--- src/rtl/connect4_board_pkg.sv ---
// Shared definitions for the connect-four board slice: board geometry, the
// game-control FSM state codes driven into the board, the status codes the
// board reports back, cell encodings, the board's own sequencer states and a
// bounds-checked cell read helper used by both the display port and the
// win scanner.
package connect4_board_pkg;

  localparam int COLS    = 7;
  localparam int ROWS    = 6;
  localparam int WIN_LEN = 4;
  localparam int CELLS   = COLS * ROWS;

  typedef enum logic [1:0] {
    GAME_INIT = 2'b00,
    P1_TURN   = 2'b01,
    P2_TURN   = 2'b10,
    END_GAME  = 2'b11
  } fsm_state_e;

  typedef enum logic [1:0] {
    NEXT_TURN  = 2'b00,
    PLAYER_WIN = 2'b01,
    TIE_GAME   = 2'b10
  } game_status_e;

  typedef enum logic [1:0] {
    EMPTY = 2'b00,
    P1    = 2'b01,
    P2    = 2'b10
  } cell_e;

  typedef enum logic [2:0] {
    S_IDLE,
    S_PLACE,
    S_CHECK,
    S_REPORT,
    S_DONE
  } brd_state_e;

  // Column-major board: board[col][row], row 0 is the bottom.
  typedef logic [COLS-1:0][ROWS-1:0][1:0] board_t;

  // Out-of-range addresses read as EMPTY so callers never index past the array.
  function automatic logic [1:0] cell_at(input board_t b, input logic [2:0] c,
                                         input logic [2:0] r);
    if (c < 3'(COLS) && r < 3'(ROWS)) return b[c][r];
    return EMPTY;
  endfunction

endpackage

--- src/rtl/connect4_win_scan.sv ---
// Fixed-length four-in-a-row scanner around the most recently placed piece.
// Walks horizontal, vertical, diagonal (+1,+1) and anti-diagonal (+1,-1),
// seven probes each at offsets -3..+3, one probe per cycle (28 cycles).
// Ports:
//   clk, reset          clock, synchronous active-high reset
//   start_i             one-cycle pulse: begin a new scan, clear run/win
//   col_i, row_i        centre of the scan (placed piece)
//   player_i            cell code being searched for
//   cell_i              board value at probe_col_o/probe_row_o (from parent)
//   probe_col_o/row_o   current probe address (valid when probe_on_o)
//   probe_on_o          probe address lies on the board
//   done_o              high during the final probe cycle
//   win_o               a run of WIN_LEN was seen, including the current probe
module connect4_win_scan
  import connect4_board_pkg::*;
(
  input  logic       clk,
  input  logic       reset,
  input  logic       start_i,
  input  logic [2:0] col_i,
  input  logic [2:0] row_i,
  input  logic [1:0] player_i,
  input  logic [1:0] cell_i,
  output logic [2:0] probe_col_o,
  output logic [2:0] probe_row_o,
  output logic       probe_on_o,
  output logic       done_o,
  output logic       win_o
);

  localparam logic signed [3:0] COLS_S = 4'(COLS);
  localparam logic signed [3:0] ROWS_S = 4'(ROWS);

  logic              active_q;
  logic [1:0]        dir_q;
  logic [2:0]        off_q;
  logic [2:0]        run_q;
  logic              win_q;

  logic signed [3:0] off_s, dc, dr, pc, pr;
  logic [2:0]        run_base, run_d;
  logic              hit;

  always_comb begin
    off_s = $signed({1'b0, off_q}) - 4'sd3;
    dc    = 4'sd0;
    dr    = 4'sd0;
    case (dir_q)
      2'd0:    dc = off_s;
      2'd1:    dr = off_s;
      2'd2:    begin dc = off_s; dr = off_s;  end
      default: begin dc = off_s; dr = -off_s; end
    endcase
    // 4-bit signed coordinates: centre 0..6 plus -3..+3 can reach 8 or 9,
    // which wrap negative and so still land off-board.
    pc = $signed({1'b0, col_i}) + dc;
    pr = $signed({1'b0, row_i}) + dr;
    probe_on_o  = (pc >= 4'sd0) && (pc < COLS_S) && (pr >= 4'sd0) && (pr < ROWS_S);
    probe_col_o = pc[2:0];
    probe_row_o = pr[2:0];

    run_base = (off_q == 3'd0) ? 3'd0 : run_q;
    hit      = probe_on_o && (cell_i == player_i);
    run_d    = hit ? run_base + 3'd1 : 3'd0;

    done_o = active_q && (dir_q == 2'd3) && (off_q == 3'd6);
    win_o  = win_q || (active_q && run_d >= 3'(WIN_LEN));
  end

  always_ff @(posedge clk) begin
    if (reset) begin
      active_q <= 1'b0;
      dir_q    <= 2'd0;
      off_q    <= 3'd0;
      run_q    <= 3'd0;
      win_q    <= 1'b0;
    end else if (start_i) begin
      active_q <= 1'b1;
      dir_q    <= 2'd0;
      off_q    <= 3'd0;
      run_q    <= 3'd0;
      win_q    <= 1'b0;
    end else if (active_q) begin
      run_q <= run_d;
      if (run_d >= 3'(WIN_LEN)) win_q <= 1'b1;
      if (off_q == 3'd6) begin
        off_q <= 3'd0;
        dir_q <= dir_q + 2'd1;
        if (dir_q == 2'd3) active_q <= 1'b0;
      end else begin
        off_q <= off_q + 3'd1;
      end
    end
  end

endmodule

--- src/rtl/connect4_board.sv ---
// Connect-four board keeper sitting in front of the game-control FSM.
// Accepts column drops on the player's turn, stacks pieces with gravity,
// refuses full or out-of-range columns, then runs a 28-cycle win scan and
// reports the move outcome for exactly one cycle.
// Ports:
//   clk, reset       clock, synchronous active-high reset (clears the board)
//   current_state    FSM state: 00 init, 01 P1 turn, 10 P2 turn, 11 end
//   drop_valid       one-cycle drop request, drop_col = requested column
//   invalid_column   low only for the cycle reporting a completed legal move
//   in_game_status   00 next turn, 01 player win, 10 tie (sticky once decided)
//   busy             high while a drop is being placed/checked/reported
//   drop_reject      one-cycle pulse when a drop is refused
//   rd_col, rd_row   display read address; rd_cell is the combinational cell
module connect4_board
  import connect4_board_pkg::*;
(
  input  logic       clk,
  input  logic       reset,
  input  logic [1:0] current_state,
  input  logic       drop_valid,
  input  logic [2:0] drop_col,
  output logic       invalid_column,
  output logic [1:0] in_game_status,
  output logic       busy,
  output logic       drop_reject,
  input  logic [2:0] rd_col,
  input  logic [2:0] rd_row,
  output logic [1:0] rd_cell
);

  brd_state_e           state_q;
  board_t               board_q;
  logic [COLS-1:0][2:0] height_q;
  logic [5:0]           count_q;
  logic [2:0]           col_q, row_q;
  logic [1:0]           player_q;
  logic                 invalid_column_q;
  logic [1:0]           status_q;
  logic                 reject_q;

  logic [2:0]           cur_h;
  logic                 legal;
  logic                 scan_start, scan_done, scan_win, probe_on;
  logic [2:0]           probe_col, probe_row;
  logic [1:0]           probe_cell;

  always_comb begin
    // An out-of-range column reads as full, which folds both refusal cases
    // into a single height test.
    cur_h      = (col_q < 3'(COLS)) ? height_q[col_q] : 3'(ROWS);
    legal      = (cur_h != 3'(ROWS));
    scan_start = (state_q == S_PLACE) && legal;
    probe_cell = probe_on ? cell_at(board_q, probe_col, probe_row) : EMPTY;
  end

  connect4_win_scan u_scan (
    .clk         (clk),
    .reset       (reset),
    .start_i     (scan_start),
    .col_i       (col_q),
    .row_i       (row_q),
    .player_i    (player_q),
    .cell_i      (probe_cell),
    .probe_col_o (probe_col),
    .probe_row_o (probe_row),
    .probe_on_o  (probe_on),
    .done_o      (scan_done),
    .win_o       (scan_win)
  );

  always_ff @(posedge clk) begin
    if (reset) begin
      state_q          <= S_IDLE;
      board_q          <= '0;
      height_q         <= '0;
      count_q          <= 6'd0;
      col_q            <= 3'd0;
      row_q            <= 3'd0;
      player_q         <= EMPTY;
      invalid_column_q <= 1'b1;
      status_q         <= NEXT_TURN;
      reject_q         <= 1'b0;
    end else begin
      reject_q <= 1'b0;
      case (state_q)
        S_IDLE: begin
          if (drop_valid && (current_state == P1_TURN || current_state == P2_TURN)) begin
            col_q    <= drop_col;
            player_q <= (current_state == P1_TURN) ? P1 : P2;
            state_q  <= S_PLACE;
          end
        end
        S_PLACE: begin
          if (legal) begin
            board_q[col_q][cur_h] <= player_q;
            row_q                 <= cur_h;
            height_q[col_q]       <= cur_h + 3'd1;
            count_q               <= count_q + 6'd1;
            state_q               <= S_CHECK;
          end else begin
            reject_q <= 1'b1;
            state_q  <= S_IDLE;
          end
        end
        S_CHECK: begin
          // Outcome is latched only on the final probe, so a reset mid-scan
          // can never leak a partial result.
          if (scan_done) begin
            invalid_column_q <= 1'b0;
            if (scan_win)                    status_q <= PLAYER_WIN;
            else if (count_q == 6'(CELLS))   status_q <= TIE_GAME;
            else                             status_q <= NEXT_TURN;
            state_q <= S_REPORT;
          end
        end
        S_REPORT: begin
          invalid_column_q <= 1'b1;
          state_q <= (status_q != NEXT_TURN) ? S_DONE : S_IDLE;
        end
        S_DONE: ;
        default: state_q <= S_IDLE;
      endcase
    end
  end

  assign invalid_column = invalid_column_q;
  assign in_game_status = status_q;
  assign drop_reject    = reject_q;
  assign busy           = (state_q == S_PLACE) || (state_q == S_CHECK) || (state_q == S_REPORT);
  assign rd_cell        = cell_at(board_q, rd_col, rd_row);

endmodule

--- config.mk ---
export PLATFORM = sky130hd
export DESIGN_NAME = connect4_board
export DESIGN_NICKNAME = d
export VERILOG_FILES = /design/src/rtl/connect4_board_pkg.sv /design/src/rtl/connect4_win_scan.sv /design/src/rtl/connect4_board.sv
export SDC_FILE = /design/constraint.sdc
export NUM_CORES = 1
export LEC_CHECK = 0
export CAP_MARGIN = 20
export CORE_MARGIN = 5
export CORE_UTILIZATION = 34
export DETAILED_ROUTE_END_ITERATION = 16
export GPL_ROUTABILITY_DRIVEN = 0
export PLACE_DENSITY = 0.59
export SYNTH_ARGS = -nofsm -noshare
export SYNTH_HDL_FRONTEND = slang
export SYNTH_HIERARCHICAL = 1
export SYNTH_SLANG_ARGS = --single-unit
--- constraint.sdc ---
create_clock -name clk -period 12.25 [get_ports clk]
set_input_delay 1.8375 -clock clk [delete_from_list [all_inputs] [get_ports clk]]
set_output_delay 1.8375 -clock clk [all_outputs]
set_load 0.05 [all_outputs]
# --- After elaboration in Yosys (flattened, before gate mapping) ---
# Index checks and enable logic that the tools add are counted.
# Widths: inputs -> output; s select.
word_totals:
  output_inout_bits: 7
  wordCells: 184
  input_bits: 14
  reg_bits: 136
op_classes:
  n_eq_ne: 15
  n_reduce_logical: 32
  n_bitwise: 2
  muxes: 46
  addsub: 9
  magnitude_cmp: 18
ops:
  columns: ["cell", "n"]
  rows:
  - ["$bwmux 84", 1]
  - ["$bmux 12 s3", 2]
  - ["$demux 12 s3", 1]
  - ["$mux 12", 3]
  - ["$mux 3", 9]
  - ["$lt 3x4->1 const B", 6]
  - ["$mux 2", 12]
  - ["$bwmux 21", 1]
  - ["$lt 3x3->1 const B", 5]
  - ["$pmux 3 s5", 1]
  - ["$logic_and 1x1->1", 13]
  - ["$bmux 2 s3", 2]
  - ["$reduce_and 2->1", 6]
  - ["$add 3x1->3 const B", 3]
  - ["$bmux 3 s3", 1]
  - ["$demux 3 s3", 1]
  - ["$add 4x4->4", 2]
  - ["$ge 4x1->1 const B", 2]
  - ["$lt 4x4->1 const B", 2]
  - ["$mux 1", 8]
  - ["$pmux 4 s2", 1]
  - ["$add 6x1->6 const B", 1]
  - ["$demux 2 s3", 1]
  - ["$eq 2x2->1 const B", 3]
  - ["other kinds (22)", 35]

# --- Longest topological paths before layout ---
depth:
  ltp_word: 17
  mapped_depth: 19
  ltp_nobuf: 19

# --- By module ---
# The synthesis kept the hierarchy.
modules_own_cells:
  columns: ["mod", "cells_each", "n_inst", "area_each_um2", "seq_area_each_um2"]
  rows:
  - ["connect4_board", 745, 1, 7320.8, 2522.4]
  - ["connect4_win_scan", 109, 1, 919.6, 200.2]

# --- Least setup slack after synthesis ---
# No wires, ideal clock.
synth_timing:
  path_type: "input to output"
  startpoint: "input port rd_col[1]"
  endpoint: "output port rd_cell[0]"
  path_buffers: 2
  stages: 6
  t_arrival_ns: 3.785
  required_ns: 10.412
  path_slack_ns: 6.628
  path_cell_list: "buf_2 buf_1 mux4_2 mux4_2 nor3b_1 a211o_1"
synth_between:
  elab_chain_len: 6
  elab_cells_between_ends: 9
  classes_between: "order compare: 1; mux: 7; reduce/logical: 1"
synth_lines:
  columns: ["element", "line", "rtl"]
  rows:
  - ["start: declaration", "connect4_board.sv:26", "input logic [2:0] rd_col,"]
  - ["$bmux 12 s3", "connect4_board_pkg.sv:46", "if (c < 3'(COLS) && r < 3'(ROWS)) return b[c][r];"]
  - ["$mux 12 (not written as such)", "connect4_board_pkg.sv:46", null]
  - ["$bmux 2 s3", "connect4_board_pkg.sv:46", null]
  - ["$mux 2 (not written as such)", "connect4_board_pkg.sv:46", null]
  - ["$mux 2", "connect4_board_pkg.sv:46", null]
  - ["$mux 2 (*)", "connect4_board_pkg.sv:47", "return EMPTY;"]
  - ["end: declaration", "connect4_board.sv:28", "output logic [1:0] rd_cell"]
# Every way passes the cells marked *; elsewhere a longest branch is shown, timed or not. The select of a mux whose other input is x is not followed.

# --- Worst setup path in the final report ---
layout_timing:
  startpoint: "input port rd_col[0]"
  endpoint: "output port rd_cell[0]"
# Same word-level chain as after synthesis.

==> reports/metrics.cfg <==
[timing]
clock_skew_ns = 0.0112
rsz0062_at_grt = no
finalSetupTns_ns = 0
worst_slew_pin_slew_ns = 1.04
period_share_pct = 55.5
timing.fmax_mhz = 147
drv_slew = 0
period_needed_ns = 6.80
relSlewSlack_pct = 30.5
hold_ws_ns = 0.467
finalSetupViolations = 0
timing.final.hold_violations = 0

[clock_tree]
holdBufCountCts = 0
cts_htree_levels = 4
numCtsBuffers = 17
clk_pin_slew_worst_paths_ns = 0.06
tritoncts = yes
ctsResizeCount = 0
clkSinkCount = 136
cts_setup_buffers = 0
clock_latency_ns = 0.43
cts_root_buffer = clkbuf_16
cts_buffer_depth = 2

[synth]
synth_seq_cells = 136
synth_edf_count = 0
netlist_area_sq_um = 8240
ys_types = 69
synthesis.nets = 888
ys_async_sr_fraction_pct = 0
synthFlopType = dfxtp_1
syn_inst = 854
synth_area_leader_cell = dfxtp_1
ys_seq_area_share_pct = 33.0
yosysWarnings = 6
yosysTopAreaCellShare_pct = 33.0
ys_top_cells_by_area = dfxtp_1 (33%), mux2i_1 (16%), nand2b_1 (8.0%)
avgSynthCellArea_sq_um = 9.65

[place]
portBuffers = 20
placedCellCount = 1142
dp_hpwl_um = 14600

[critical_path]
worst_path_largest_cell_delay_ns = 0.80
critPathKind = input port to output pin
crit_top_cell = clkdlybuf4s50_1
slowest_stage = clkdlybuf4s50_1
path_max_fanout = 25
required_ns = 10.41
cp-end-kind = output pin
cp.arrival_ns = 4.96
reg2regPathDepth = 17
path_cells = clkdlybuf4s50_1 -> buf_4 -> nor2b_1 -> a2bb2oi_1 -> a22o_1 -> a211oi_1 -> a211o_1 -> clkdlybuf4s50_1
start_kind = input port

[final_layout]
final_nets = 872
register_area_sq_um = 2720
syn_to_final_growth_pct = 13.4
drive_above_1_share_pct = 13.2
layoutNonFillerInstCount = 1175
nFillCells = 2385
multiInputGateArea_sq_um = 5150
antenna_cells = 0

[power]
power_mw = 1.15
leakage_nw = 3.68
ir_drop_v = 0.0000675
power_density_nw_per_um2 = 123

[route]
vias = 6267
ant_nets = 0
avgViaCountPerCell = 5.33
wl_um = 21200
wire_per_inst_um = 18.0
drc = 0
firstDrtPassIters = 4
drtIter0Drc = 452

[global_route]
grt_pass1_wl_um = 34800
grt_max_degree = 86
first_global_vias = 6244
grt_antenna_before_repair = 0
grt_use_total_pct = 15.5
overflow = 0

[die]
core-area_sq_um = 24100
fp.dieH_um = 166
io_pins = 21
start_util_pct = 34.2
die_w_um = 166
die-area_sq_um = 27400
row_count = 57

[status]
status = completed

[worst_hold_path]
hp-class = flip-flop to flip-flop
hold_depth = 2

[flow_run]
cap_violations = 0

logic make-up after synthesis:
logic type | count (synthesis) | synth area share [%]
flops | 136 | 33.0
xor+xnor | 10 | 1.15
fa+ha+maj | 20 | 3.22
buf+inv | 87 | 4.54
simple gates | 299 | 21.8
mux | 165 | 24.3
compound gates | 137 | 11.9
layout by cell type (no fill, tap or decap), types with 3 or more instances in the layout:
cell / n
clkbuf_16: 17
mux2i_1: 130
clkinv_4: 4
nor2_1: 38
xor2_1: 4
a21o_1: 3
inv_6: 3
nand3_1: 38
or2_2: 8
a2bb2oi_1: 3
o31ai_1: 5
o211ai_1: 9
o21ai_0: 13
mux4_2: 27
buf_4: 16
mux2_2: 5
xnor2_1: 5
nand2_1: 29
a21oi_1: 31
a211o_1: 9
nor4_4: 3
nand4_1: 4
clkdlybuf4s50_1: 19
bufinv_16: 5
and2_1: 3
nand3b_1: 11
nor4_1: 5
nor2b_1: 25
o2bb2ai_1: 17
and3_1: 3
a211oi_1: 14
dfxtp_1: 136
inv_1: 15
o21ai_1: 3
nand3_2: 6
nand2b_1: 106
a22oi_1: 6
o32ai_1: 3
ha_1: 18
metrics by stage:
step	instance area (sq um)	setup slack (ns)	util [%]
after detailed placement	8650	5.44	35.9
after global placement	8650	5.46	35.9
final	9340	5.45	38.8
after floorplan	8240	6.63	-
after CTS	9310	5.43	38.6
after global routing	9340	5.21	38.8
metal layers:
layer	up-vias	track usage (%)	share of wire, %	routed length [um]
met5	-	0	0	0
met4	0	6.17	2.6	552
met3	38	2.98	3.4	723
met2	117	24.6	46	9820
met1	3037	20.8	48	10100
li1	3075	-	-	-
synthesized netlist by cell type, drive strengths merged (15+ instances only):
master / number
a211oi: 15
a21oi: 31
buf: 30
clkbuf: 41
dfxtp: 136
ha: 18
inv: 16
mux2i: 130
mux4: 27
nand2: 29
nand2b: 106
nand3: 44
nor2: 38
nor2b: 25
o21ai: 16
o2bb2ai: 17
path summary, 6_finish.rpt:
kind                        to  slack [ns]            start
min                   row_q[0]        0.47         row_q[0]
max reg2reg  in_game_status[1]        7.44  u_scan/off_q[0]
max                 rd_cell[0]        5.45        rd_col[0]
min reg2reg           row_q[0]        0.47         row_q[0]
sequential cells by signal (all words and copies together) (netlist names):
name,cells
board_q,84
height_q,21
count_q,6
col_q,3
row_q,3
state_q,3
u_scan/off_q,3
u_scan/run_q,3
in_game_status,2
player_q,2
u_scan/dir_q,2
drop_reject,1
invalid_column,1
u_scan/active_q,1
u_scan/win_q,1
area by class of cell:
type / count / share of cell area, %
Multi-Input combinational cell: 631 / 55.1
Sequential cell: 136 / 29.1
Clock buffer: 17 / 4.55
Tap cell: 324 / 4.34
Timing Repair Buffer: 36 / 3.62
Clock inverter: 15 / 2.59
Inverter: 16 / 0.643
worst max-delay path: cells and delay by family:
kind | cells | cell delay, ns
buf+inv | 3 | 1.58
compound gates | 4 | 0.82
simple gates | 1 | 0.71
power by group:
group          total, mW  switching (mW)  internal [mW]  leakage, nW
combinational      0.110          0.0690         0.0409         2.26
clock              0.587           0.220          0.367        0.322
sequential         0.450         0.00428          0.446         1.10
(Power assumes the default switching activity.)
